`src/rtl/branch_resolve_ctrl_pkg.sv`:
```
// rtl/branch_resolve_ctrl_pkg.sv - branch funct3, FSM and BHT constants plus decode helpers
package branch_resolve_ctrl_pkg;

  localparam logic [2:0] F3_BEQ  = 3'b000;
  localparam logic [2:0] F3_BNE  = 3'b001;
  localparam logic [2:0] F3_BLT  = 3'b100;
  localparam logic [2:0] F3_BGE  = 3'b101;
  localparam logic [2:0] F3_BLTU = 3'b110;
  localparam logic [2:0] F3_BGEU = 3'b111;

  localparam logic [1:0] S_IDLE     = 2'd0;
  localparam logic [1:0] S_CMP      = 2'd1;
  localparam logic [1:0] S_RESOLVE  = 2'd2;
  localparam logic [1:0] S_REDIRECT = 2'd3;

  localparam logic [1:0] BHT_INIT = 2'b01;

  // 010/011 are the only reserved branch encodings
  function automatic logic f3_legal(input logic [2:0] f3);
    return f3[2] | ~f3[1];
  endfunction

  function automatic logic f3_taken(input logic [2:0] f3, input logic eq, input logic lt);
    logic t;
    case (f3)
      F3_BEQ:           t = eq;
      F3_BNE:           t = ~eq;
      F3_BLT, F3_BLTU:  t = lt;
      F3_BGE, F3_BGEU:  t = ~lt;
      default:          t = 1'b0;
    endcase
    return t;
  endfunction

  function automatic logic [1:0] ctr_update(input logic [1:0] ctr, input logic taken);
    logic [1:0] n;
    if (taken) n = (ctr == 2'b11) ? ctr : ctr + 2'd1;
    else       n = (ctr == 2'b00) ? ctr : ctr - 2'd1;
    return n;
  endfunction

endpackage

```
`src/rtl/branch_bht.sv`:
```
// rtl/branch_bht.sv - 2-bit saturating branch history table with async read port
module branch_bht
  import branch_resolve_ctrl_pkg::*;
#(
  parameter int IDX_BITS = 4
) (
  input  logic                clk,
  input  logic                rst,
  input  logic                upd_en,
  input  logic [IDX_BITS-1:0] upd_idx,
  input  logic                upd_taken,
  input  logic [IDX_BITS-1:0] rd_idx,
  output logic                rd_taken
);

  localparam int ENTRIES = 1 << IDX_BITS;

  logic [1:0] ctr [ENTRIES];

  always_ff @(posedge clk) begin
    if (rst) begin
      for (int i = 0; i < ENTRIES; i++) ctr[i] <= BHT_INIT;
    end else if (upd_en) begin
      ctr[upd_idx] <= ctr_update(ctr[upd_idx], upd_taken);
    end
  end

  // Read sees the array before any same-cycle update lands
  assign rd_taken = ctr[rd_idx][1];

endmodule

```
`src/rtl/branch_resolve_ctrl.sv`:
```
// rtl/branch_resolve_ctrl.sv - execute-stage conditional branch resolution and redirect FSM
module branch_resolve_ctrl
  import branch_resolve_ctrl_pkg::*;
#(
  parameter int DATA_BITS    = 64,
  parameter int BHT_IDX_BITS = 4
) (
  input  logic                 clk,
  input  logic                 rst,
  input  logic                 in_valid,
  output logic                 in_ready,
  input  logic [DATA_BITS-1:0] in_pc,
  input  logic [DATA_BITS-1:0] in_imm,
  input  logic [DATA_BITS-1:0] in_rs1,
  input  logic [DATA_BITS-1:0] in_rs2,
  input  logic [2:0]           in_funct3,
  input  logic                 in_pred_taken,
  output logic [DATA_BITS-1:0] cmp_a,
  output logic [DATA_BITS-1:0] cmp_b,
  output logic                 cmp_un,
  input  logic                 cmp_eq,
  input  logic                 cmp_lt,
  input  logic                 flush,
  output logic                 redirect_valid,
  input  logic                 redirect_ready,
  output logic [DATA_BITS-1:0] redirect_pc,
  output logic                 done_valid,
  output logic                 illegal,
  input  logic [DATA_BITS-1:0] lookup_pc,
  output logic                 lookup_taken
);

  logic [1:0]           state;
  logic [DATA_BITS-1:0] pc_q, imm_q, rs1_q, rs2_q;
  logic [2:0]           funct3_q;
  logic                 pred_q, eq_q, lt_q, taken_q;
  logic [DATA_BITS-1:0] cmp_a_hold, cmp_b_hold;
  logic                 cmp_un_hold;

  logic accept, resolving, legal, taken, correct, bht_we;

  assign in_ready  = (state == S_IDLE) && !rst && !flush;
  assign accept    = in_valid && in_ready;
  assign resolving = (state == S_RESOLVE) && !rst && !flush;
  assign legal     = f3_legal(funct3_q);
  assign taken     = legal && f3_taken(funct3_q, eq_q, lt_q);
  assign correct   = !legal || (taken == pred_q);
  assign bht_we    = resolving && legal;

  assign done_valid = resolving && correct;
  assign illegal    = resolving && !legal;

  // Comparator inputs are live only in CMP and otherwise replay the last operands
  assign cmp_a  = (state == S_CMP) ? rs1_q       : cmp_a_hold;
  assign cmp_b  = (state == S_CMP) ? rs2_q       : cmp_b_hold;
  assign cmp_un = (state == S_CMP) ? funct3_q[1] : cmp_un_hold;

  assign redirect_valid = (state == S_REDIRECT) && !rst;
  assign redirect_pc    = taken_q ? (pc_q + imm_q) : (pc_q + DATA_BITS'(4));

  always_ff @(posedge clk) begin
    if (rst) begin
      state       <= S_IDLE;
      pc_q        <= '0;
      imm_q       <= '0;
      rs1_q       <= '0;
      rs2_q       <= '0;
      funct3_q    <= '0;
      pred_q      <= 1'b0;
      eq_q        <= 1'b0;
      lt_q        <= 1'b0;
      taken_q     <= 1'b0;
      cmp_a_hold  <= '0;
      cmp_b_hold  <= '0;
      cmp_un_hold <= 1'b0;
    end else begin
      case (state)
        S_IDLE: begin
          if (accept) begin
            pc_q     <= in_pc;
            imm_q    <= in_imm;
            rs1_q    <= in_rs1;
            rs2_q    <= in_rs2;
            funct3_q <= in_funct3;
            pred_q   <= in_pred_taken;
            state    <= S_CMP;
          end
        end
        S_CMP: begin
          cmp_a_hold  <= rs1_q;
          cmp_b_hold  <= rs2_q;
          cmp_un_hold <= funct3_q[1];
          eq_q        <= cmp_eq;
          lt_q        <= cmp_lt;
          state       <= flush ? S_IDLE : S_RESOLVE;
        end
        S_RESOLVE: begin
          if (flush) begin
            state <= S_IDLE;
          end else begin
            taken_q <= taken;
            state   <= correct ? S_IDLE : S_REDIRECT;
          end
        end
        S_REDIRECT: begin
          // An in-flight redirect is older than any flush source, so flush is ignored here
          if (redirect_ready) state <= S_IDLE;
        end
        default: state <= S_IDLE;
      endcase
    end
  end

  logic unused_lookup_bits;
  assign unused_lookup_bits = ^{lookup_pc[DATA_BITS-1:BHT_IDX_BITS+2], lookup_pc[1:0]};

  branch_bht #(
    .IDX_BITS (BHT_IDX_BITS)
  ) u_bht (
    .clk       (clk),
    .rst       (rst),
    .upd_en    (bht_we),
    .upd_idx   (pc_q[BHT_IDX_BITS+1:2]),
    .upd_taken (taken),
    .rd_idx    (lookup_pc[BHT_IDX_BITS+1:2]),
    .rd_taken  (lookup_taken)
  );

endmodule

```
`config.mk`:
```
export PLATFORM = sky130hd
export DESIGN_NAME = branch_resolve_ctrl
export DESIGN_NICKNAME = d
export VERILOG_FILES = /design/src/rtl/branch_resolve_ctrl_pkg.sv /design/src/rtl/branch_bht.sv /design/src/rtl/branch_resolve_ctrl.sv
export SDC_FILE = /design/constraint.sdc
export NUM_CORES = 1
export LEC_CHECK = 0
export BUFFER_PORTS_ARGS = -buffer_cell sky130_fd_sc_hd__buf_2
export CORE_ASPECT_RATIO = 0.5
export CORE_MARGIN = 3
export CORE_UTILIZATION = 25
export CTS_CLUSTER_SIZE = 12
export DETAILED_ROUTE_END_ITERATION = 10
export GPL_TIMING_DRIVEN = 0
export SLEW_MARGIN = 20
export SYNTH_ARGS = -nofsm -noshare
export SYNTH_HDL_FRONTEND = slang
export SYNTH_SLANG_ARGS = --single-unit
```
`constraint.sdc`:
```
create_clock -name clk -period 5.8 [get_ports clk]
set_clock_uncertainty 0.05 [all_clocks]
set_input_delay 0.58 -clock clk [delete_from_list [all_inputs] [get_ports clk]]
set_output_delay 0.58 -clock clk [all_outputs]
set_load 0.01 [all_outputs]
```
==> results.sh <==
export IMPL_status="completed"
export IMPL_gr_usage_all_layers_pct=16.8
export IMPL_synth_edf_count=32
export IMPL_synth_ff_latch_count=430
export IMPL_synthMuxAreaShare_pct=8.60
export IMPL_synth_cells=2598
export IMPL_wl_per_cell_um=18.5
export IMPL_cpPeakStageDelay_ns=0.45
export IMPL_holdCritStartpoint="in_imm[16]"
export IMPL_cts_root_buf="clkbuf_16"
export IMPL_synth_top_family_by_area="simple AND/OR/NAND/NOR gates"
export IMPL_ctsHoldBuffers=0
export IMPL_fin_setup_tns_ns=0
export IMPL_holdPathStages=3
export IMPL_core_region_area_um2=84600
export IMPL_vias_per_cell=4.69
export IMPL_finalHoldViolations=0
export IMPL_die_area_um2=90000
export IMPL_synth_compound_area_share_pct=14.9
export IMPL_io_pins=529
export IMPL_ys_seq_area_share_pct=41.4
export IMPL_rows=75
export IMPL_start_util_pct=25.5
export IMPL_final_layout_size_suffix_gt1_share_pct=23.1
export IMPL_synth_top_cell_area_share_pct=37.0
export IMPL_max_cap_violations=0
export IMPL_async_flop_share_pct=0
export IMPL_tightestPinTransition_ns=1.01
export IMPL_arrival_ns=4.44
export IMPL_critPathMaxFanout=4
export IMPL_fmax_mhz=197
export IMPL_yosysUniqueCellTypes=82
export IMPL_synth_warnings=0
export IMPL_wl_um=79900
export IMPL_critPathCaptureType="primary output"
export IMPL_place_congestion=0.913
export IMPL_power_density_nw_per_um2=245
export IMPL_clock_sinks=430
export IMPL_holdWs_ns=0.168
export IMPL_yosys_top_cells_area="dfxtp_1 37%, nand2_1 11%, a21oi_1 8.6%"
export IMPL_clk_pin_slew_ns=0.06
export IMPL_synth_top_cell_by_area="dfxtp_1"
export IMPL_synth_area_um2=21600
export IMPL_drtIter0Drc=1085
export IMPL_grt_max_degree=14
export IMPL_area_growth_syn_to_layout_pct=24.2
export IMPL_path_cells="ha_1 -> fa_1 -> a211oi_2 -> o21bai_2 -> o2111ai_1 -> a21oi_2 -> a31oi_2 -> o41ai_4 -> a31oi_2 -> a31oi_2 -> xnor2_1 -> a21oi_1 -> buf_2"
export IMPL_firstDrtPassIters=5
export IMPL_postSynthAreaPerCell_um2=8.30
export IMPL_min_path_type="input port to register"
export IMPL_syn_nets=2997
export IMPL_antenna_found_initial=17
export IMPL_path_buf_inv=1
export IMPL_cts_tree="yes"
export IMPL_grt_pass1_vias=19944
export IMPL_cts_setup_buffers=0
export IMPL_criticalPathCategory="register to primary output"
export IMPL_yosys_area_share_simple_pct=22.4
export IMPL_nNetsFinal=3512
export IMPL_worst_ir_drop_vdd_mv=0.180
export IMPL_cts_resized_gates=0
export IMPL_r2r_cells=7
export IMPL_finalCritPeriodShare_pct=87.4
export IMPL_num_vias=20195
export IMPL_die_w_um=421
export IMPL_synth_xor_area_share_pct=4.63
export IMPL_rsz0062_at_grt="no"
export IMPL_cts_buffers=46
export IMPL_crit_required_ns=5.17
export IMPL_clock_latency_ns=0.59
export IMPL_synth_fa_ha_area_share_pct=4.08
export IMPL_crit_start="pc_q[0]$_SDFFE_PP0P_"
export IMPL_post_route_min_period_ns=5.07
export IMPL_r2r_start="state[1]$_SDFFE_PP0P_"
export IMPL_p_leak_nw=10.9
export IMPL_htreeDepth=2
export IMPL_drtAntennaViolNets=0
export IMPL_synthFlopType="dfxtp_1"
export IMPL_portBuffers=467
export IMPL_die_y_um=214
export IMPL_post_route_drc_count=0
export IMPL_start_kind="register"
export IMPL_gr_total_overflow=0
export IMPL_worst_path_stages=13
export IMPL_cpMostUsedCell="a31oi_2"
export IMPL_grt_first_pass_wirelength_um=117000
export IMPL_cpLargestDelayFamily="compound AO/OA/AOI/OAI gates"
export IMPL_setup_viol=0
export IMPL_hpwl_um=62200
export IMPL_slew_headroom_pct=32.7
export IMPL_slowest_stage="fa_1"
export IMPL_maxSlewViolCount=0
export IMPL_cts_max_path_buffers=3
[power breakdown]
part / internal [mW] / switching, mW
clock: 1.60 / 1.26
sequential: 3.06 / 0.0546
combinational: 0.221 / 0.355
[synthesized netlist by cell type (8+ instances only)]
| cell | count |
|---|---|
| a21o_1 | 31 |
| a21oi_1 | 372 |
| and2_1 | 15 |
| and3_1 | 15 |
| clkbuf_1 | 147 |
| clkbuf_8 | 9 |
| dfxtp_1 | 398 |
| edfxtp_1 | 32 |
| ha_1 | 67 |
| inv_1 | 20 |
| mux2_2 | 133 |
| mux4_2 | 14 |
| nand2_1 | 647 |
| nand2b_1 | 21 |
| nand3_1 | 51 |
| nand4_1 | 33 |
| nor2_1 | 99 |
| nor2b_1 | 137 |
| nor3_1 | 26 |
| o21ai_0 | 68 |
| o21bai_1 | 8 |
| xnor2_1 | 69 |
| xor2_1 | 45 |
[metrics by stage]
stage / cells / worst slack, ns / utilization [%] / instance area [um2] / power (mW)
CTS: 4297 / 0.748 / 31.6 / 26700 / 6.65
finish: 4309 / 0.729 / 31.6 / 26800 / 6.55
detailed placement: 4220 / 1.45 / 29.9 / 25300 / 3.76
global placement: 4220 / 1.44 / 29.9 / 25300 / 3.75
global route: 4309 / 0.529 / 31.6 / 26800 / 6.83
floorplan: 2598 / 2.21 / - / 21600 / 3.48
[kinds of logic after synthesis]
| family | count (synthesis) |
|---|---|
| AO/OA/AOI/OAI | 560 |
| XOR/XNOR | 114 |
| adder cells (fa/ha/maj) | 70 |
| buffers and inverters | 196 |
| flip-flops | 430 |
| multiplexers | 151 |
| AND/OR/NAND/NOR | 1077 |
[final timing paths]
check                           end  slack [ns]
max                 redirect_pc[60]        0.73
min reg2reg  rs2_q[21]$_SDFFE_PP0P_        0.40
max reg2reg                register        2.42
min          imm_q[16]$_SDFFE_PP0P_        0.17
[cell type report]
cell class                      count  area (um2)
Fill cell                        9187       57900
Clock buffer                       67        1300
Sequential cell                   430        8930
Buffer                            175         779
Antenna cell                       12        30.0
Tap cell                         1155        1450
Timing Repair Buffer              467        2340
Inverter                           21        78.8
Clock inverter                     10         109
Multi-Input combinational cell   1972       11800
[layer usage]
layer  vias up  track usage (%)  routed length [um]
met2       456             32.6               42300
met3       166             2.37                2980
li1       9893                -                   -
met1      9678             18.1               30800
met4         2             8.20                3810
met5         -                0                   9
[layout by cell type, fill, tap and decap left out, drive strengths merged, types with 32 or more instances in the layout]
master  netlist  layout
xnor2        69      69
clkbuf      157     224
mux2        133     133
nor2b       137     137
dfxtp       398     398
buf          17     484
o21ai        74      74
edfxtp       32      32
a21oi       374     374
a21o         32      32
xor2         45      45
nand4        34      34
nor2        100     100
nand2       647     647
nand3        51      51
ha           67      67
[sequential cells by signal (all words and copies together), names as in the netlist, named ones only]
signal	count
u_bht.ctr	32
pred_q	1
lt_q	1
rs1_q	64
imm_q	64
cmp_a_hold	64
state	2
cmp_b_hold	64
rs2_q	64
funct3_q	3
cmp_un_hold	1
pc_q	64
taken_q	1
eq_q	1
[worst register-to-register path, cell delays in order (launching register included)]
cell and delay (ns):
dfxtp_1 0.38, nor4_1 0.51, and2_1 0.19, clkbuf_1 0.53, clkbuf_2 0.63, clkbuf_1 0.59
nand2_1 0.21, a21oi_1 0.19
No activity file was read; power rests on OpenSTA's default activity.
